## config.mk

```make
export PLATFORM = sky130hd
export DESIGN_NAME = mem_copy_engine
export DESIGN_NICKNAME = d
export VERILOG_FILES = /design/src/rtl/mem_copy_engine.sv
export SDC_FILE = /design/constraint.sdc
export NUM_CORES = 1
export LEC_CHECK = 0
export ABC_AREA = 1
export ABC_CLOCK_PERIOD_IN_PS = 2410
export CORE_MARGIN = 5
export CORE_UTILIZATION = 30
export CTS_CLUSTER_DIAMETER = 60
export DETAILED_ROUTE_END_ITERATION = 16
export PLACE_DENSITY = 0.54
export SLEW_MARGIN = 10
export SYNTH_ARGS = -nofsm -noshare
export SYNTH_HDL_FRONTEND = slang
export SYNTH_SLANG_ARGS = --single-unit
```

## constraint.sdc

```tcl
create_clock -name clk -period 2.41 [get_ports clk]
set_input_delay 0.482 -clock clk [delete_from_list [all_inputs] [get_ports clk]]
set_output_delay 0.482 -clock clk [all_outputs]
set_load 0.05 [all_outputs]
```

## src/rtl/mem_copy_engine.sv

```systemverilog
// -----------------------------------------------------------------------------
// mem_copy_engine
//
// Block-transfer engine that drives the single-port main memory on behalf of
// the control unit. Two operations are supported:
//   copy (mode = 0): for each word, read src_base + i, then write it to
//                    dst_base + i, in ascending order.
//   fill (mode = 1): write fill_pattern to dst_base + i for each word.
// Address arithmetic wraps modulo 2**address_length.
//
// Ports
//   clk               system clock, rising edge
//   reset             asynchronous, active-high reset; aborts any transfer
//   start             request pulse, only honoured in IDLE
//   mode              0 = copy, 1 = fill (sampled with start)
//   src_addr          copy source base (ignored for fill)
//   dst_addr          destination base
//   length            word count, 0 .. 2**address_length
//   fill_pattern      fill value (sampled with start)
//   busy              high while reading/writing memory
//   done              one-cycle completion pulse
//   words_done        words written in the current or last transfer
//   mem_address       memory address
//   mem_write_data    memory write data
//   mem_write_enable  memory write strobe, only ever high in WRITE
//   mem_read_data     memory read data, combinational on mem_address
// -----------------------------------------------------------------------------
module mem_copy_engine #(
  parameter int address_length = 3,
  parameter int data_width     = 32
) (
  input  logic                      clk,
  input  logic                      reset,
  input  logic                      start,
  input  logic                      mode,
  input  logic [address_length-1:0] src_addr,
  input  logic [address_length-1:0] dst_addr,
  input  logic [address_length:0]   length,
  input  logic [data_width-1:0]     fill_pattern,
  output logic                      busy,
  output logic                      done,
  output logic [address_length:0]   words_done,
  output logic [address_length-1:0] mem_address,
  output logic [data_width-1:0]     mem_write_data,
  output logic                      mem_write_enable,
  input  logic [data_width-1:0]     mem_read_data
);

  localparam logic [1:0] S_IDLE  = 2'd0;
  localparam logic [1:0] S_READ  = 2'd1;
  localparam logic [1:0] S_WRITE = 2'd2;
  localparam logic [1:0] S_DONE  = 2'd3;

  localparam logic [address_length:0] ONE = {{address_length{1'b0}}, 1'b1};

  logic [1:0]                r_state;
  logic                      r_mode;
  logic [address_length-1:0] r_src_base;
  logic [address_length-1:0] r_dst_base;
  logic [address_length:0]   r_length;
  logic [data_width-1:0]     r_pattern;
  logic [data_width-1:0]     r_buffer;
  // Word index of the transfer; it is also the number of words written so far,
  // so it doubles as words_done.
  logic [address_length:0]   r_count;

  logic [address_length:0]   w_count_next;
  logic                      w_last;

  assign w_count_next = r_count + ONE;
  assign w_last       = (w_count_next == r_length);

  // NOTE: every register, including the data buffer, is reset so outputs are
  // deterministic straight out of reset; non-blocking assignments keep all
  // state updates in this block reading pre-edge values.
  always_ff @(posedge clk or posedge reset) begin
    if (reset) begin
      r_state    <= S_IDLE;
      r_mode     <= 1'b0;
      r_src_base <= '0;
      r_dst_base <= '0;
      r_length   <= '0;
      r_pattern  <= '0;
      r_buffer   <= '0;
      r_count    <= '0;
    end else begin
      case (r_state)
        S_IDLE: begin
          if (start) begin
            r_mode     <= mode;
            r_src_base <= src_addr;
            r_dst_base <= dst_addr;
            r_length   <= length;
            r_pattern  <= fill_pattern;
            r_count    <= '0;
            if (length == '0)  r_state <= S_DONE;
            else if (mode)     r_state <= S_WRITE;
            else               r_state <= S_READ;
          end
        end
        S_READ: begin
          r_buffer <= mem_read_data;
          r_state  <= S_WRITE;
        end
        S_WRITE: begin
          r_count <= w_count_next;
          if (w_last)       r_state <= S_DONE;
          else if (r_mode)  r_state <= S_WRITE;
          else              r_state <= S_READ;
        end
        default: r_state <= S_IDLE;  // S_DONE: single-cycle pulse
      endcase
    end
  end

  // Memory-side outputs decode straight from the state register, so an
  // asynchronous reset drops mem_write_enable without waiting for a clock.
  // NOTE: every output gets a default first so no path through the case can
  // infer a latch.
  always_comb begin
    busy             = 1'b0;
    done             = 1'b0;
    mem_address      = '0;
    mem_write_data   = '0;
    mem_write_enable = 1'b0;
    case (r_state)
      S_READ: begin
        busy        = 1'b1;
        mem_address = r_src_base + r_count[address_length-1:0];
      end
      S_WRITE: begin
        busy             = 1'b1;
        mem_address      = r_dst_base + r_count[address_length-1:0];
        mem_write_enable = 1'b1;
        mem_write_data   = r_mode ? r_pattern : r_buffer;
      end
      S_DONE:  done = 1'b1;
      default: ;
    endcase
  end

  assign words_done = r_count;

endmodule

```

==> flow_metrics.env, run 1 <==
export IMPL_fillCellCount=1210
export IMPL_failed_checks="setup timing"
export IMPL_grt_pass1_vias=3369
export IMPL_cts_tree="yes"
export IMPL_hold_viol=0
export IMPL_syn_nets=496
export IMPL_htree_num_levels=3
export IMPL_crit_arrival_ns=2.15
export IMPL_start_kind="register"
export IMPL_tightest_slew_ns=0.503
export IMPL_postRouteWirelength_um=9660
export IMPL_synth_avg_cell_area_um2=9.40
export IMPL_drtIter0Drc=154
export IMPL_ys_types=21
export IMPL_worst_clock_skew_ns=0.00730
export IMPL_hold_path_class="register to register"
export IMPL_wire_per_inst_um=13.7
export IMPL_max_slew_margin_pct=66.4
export IMPL_fin_ws_ns=-0.227
export IMPL_post_cts_buffers=0
export IMPL_row_count=41
export IMPL_ir_worst_vdd_mv=0.623
export IMPL_grt_max_degree=82
export IMPL_cts_buffers=9
export IMPL_antenna_cells=0
export IMPL_areaGrowthSynthToFinish_pct=56.8
export IMPL_cts_sinks=81
export IMPL_rsz0062_at_grt="true"
export IMPL_dpl_cell_count=689
export IMPL_cp_end_kind="primary output"
export IMPL_p_leak_nw=2.65
export IMPL_p_per_area_nw_per_um2=1480
export IMPL_die_h_um=123
export IMPL_pin_count=120
export IMPL_clock_fmax_mhz=379
export IMPL_fin_cells=704
export IMPL_grt_pass1_wl_um=16100
export IMPL_clk_insertion_delay_late_ns=0.34
export IMPL_finalCritPeriodShare_pct=109
export IMPL_yosysWarnings=0
export IMPL_syn_inst=411
export IMPL_chipWidth_um=123
export IMPL_antenna_found_initial=0
export IMPL_start_util_pct=30.6
export IMPL_final_max_slew_violation_count=0
export IMPL_worstSetupPathType="register to primary output"
export IMPL_ctsHoldBuffers=0
export IMPL_seq_area_frac_synth_pct=52.5
export IMPL_dr_total_vias=3123
export IMPL_yosys_area_top_type="dfrtp_1"
export IMPL_cts_buffer_depth=2
export IMPL_gp_congestion=0.765
export IMPL_drc=0
export IMPL_maxCapViolCount=0
export IMPL_core_um2=12600
export IMPL_via_per_inst=4.44
export IMPL_period_needed_ns=2.64
export IMPL_setup_viol=2
export IMPL_grt_usage_pct=13.6
export IMPL_drive_gt1_share_pct=23.9
export IMPL_outcome="finished, violations left"
export IMPL_utilization_pct=48.0
export IMPL_synth_area_top_cells="dfrtp_1 52%, o21ai_0 10%, mux2_2 9.0%"
export IMPL_nets=613
export IMPL_dp_hpwl_um=6980
export IMPL_ys_seq_elements=81
export IMPL_io_buffer_count=119
export IMPL_die_area_um2=15200
export IMPL_ant_nets=0
export IMPL_worstPathRequired_ns=1.93
export IMPL_firstDrtPassIters=4
export IMPL_netlist_area_um2=3860
export IMPL_yosys_area_top_type_share_pct=52.5
export IMPL_grt_ovfl_total=0
export IMPL_clkTransAtPathRegs_ns=0.06
export IMPL_root_buffer="clkbuf_16"
export IMPL_path_max_fanout=5
-- metal layers --
layer	part of all wire (%)	GRT usage, %	vias to the layer above
li1	-	-	1572
met2	48	22.0	80
met4	1.4	5.61	0
met3	6.1	4.07	11
met5	0	0	-
met1	45	16.9	1460
-- path summary, 6_finish.rpt --
path                         startpoint              to  slack [ns]  cells after the start
hold / removal             r_pattern[9]    r_pattern[9]        0.50                      1
max in group asynchronous         reset   r_pattern[23]        1.43                      3
setup / recovery             r_state[1]  mem_address[2]       -0.23                      9
min in group asynchronous         reset   r_pattern[27]        0.58                      3
hold reg to reg            r_pattern[9]    r_pattern[9]        0.50                      1
setup reg to reg             r_state[1]   r_pattern[17]        0.60                      6
-- Yosys cell counts, drive strengths merged --
| cell type | n |
|---|---|
| o21ai | 78 |
| ha | 6 |
| dfrtp | 81 |
| nand2 | 75 |
| nor2 | 7 |
| nand3 | 7 |
| buf | 11 |
| inv | 56 |
| nand4 | 3 |
| mux2 | 36 |
| a21oi | 36 |
| clkbuf | 12 |
| bufbuf | 1 |
| fa | 1 |
| xor2 | 1 |
-- power by group --
group	internal, W	switching, W
clock	0.00103	0.000535
combinational	0.00223	0.00288
sequential	0.00203	0.000289
total	0.00529	0.00370
-- cell families after synthesis --
family / share of synthesized area (%)
flip-flops: 52.5
AND/OR/NAND/NOR: 9.62
multiplexers: 11.0
buffers and inverters: 9.46
adder cells (fa/ha/maj): 2.46
XOR/XNOR: 0.227
AO/OA/AOI/OAI: 14.8
-- through the flow --
step	setup slack [ns]	power (W)	setup TNS, ns	instance area (um2)	hold WS [ns]
final	-0.227	0.00899	-0.338	6060	0.498
after global routing	-0.314	0.00960	-2.98	6060	0.506
after CTS	-0.297	0.00908	-0.631	6030	0.500
after detailed placement	0.0150	0.00747	0	5690	0.487
after global placement	0.0457	0.00739	0	5690	0.482
after floorplan	-0.257	0.00545	-0.323	3960	0.474
-- cell type report --
| class | count | area [um2] | share of cell area, % |
|---|---|---|---|
| Timing Repair Buffer | 130 | 1670 | 27.6 |
| Clock inverter | 5 | 104 | 1.71 |
| Inverter | 56 | 220 | 3.64 |
| Clock buffer | 10 | 239 | 3.95 |
| Multi-Input combinational cell | 250 | 1580 | 26.1 |
| Sequential cell | 81 | 2030 | 33.5 |
| Tap cell | 172 | 215 | 3.55 |
-- sequential cells by signal (all words and copies together), names as in the netlist --
name and cells:
r_src_base 3, r_mode 1, r_length 4, words_done 4, r_buffer 32, r_pattern 32
r_dst_base 3, r_state 2
-- worst max-delay path, stage by stage (launching register included) --
cell and delay, ns:
dfrtp_1 0.41, ha_4 0.19, nand2_2 0.06, o21ai_2 0.05, ha_2 0.17, fa_2 0.37, xor2_4 0.19, o21ai_2 0.09
a21oi_4 0.14, buf_12 0.15
-- placed cells by master, fill, tap and decap left out, types with 2 or more instances in the layout --
master / n
a21oi_1: 25
a21oi_2: 10
buf_12: 39
buf_4: 9
bufinv_16: 3
clkbuf_16: 9
clkdlybuf4s50_1: 81
clkinvlp_4: 2
dfrtp_1: 81
ha_1: 3
ha_2: 2
inv_1: 51
inv_2: 2
mux2_2: 31
mux2_4: 5
nand2_1: 72
nand2_2: 3
nand3_1: 6
nand4_1: 3
nor2_1: 7
o21ai_0: 75
o21ai_2: 2
-- timing repair --
action                     in CTS  in global routing
pin swaps                       4                  1
setup endpoints to repair      15                 34
resized for setup               2                  4
Note: power is estimated with default switching activity, not from simulation.
==> inputs of run 2 (changes only) <==
--- a/config.mk
+++ b/config.mk
@@ -11,6 +11,7 @@
 export CORE_UTILIZATION = 30
 export CTS_CLUSTER_DIAMETER = 60
 export DETAILED_ROUTE_END_ITERATION = 16
+export GPL_ROUTABILITY_DRIVEN = 0
 export PLACE_DENSITY = 0.54
 export SLEW_MARGIN = 10
 export SYNTH_ARGS = -nofsm -noshare
==> results of run 2 <==
No change in the layout: final DEF, timing and power equal those of run 1.
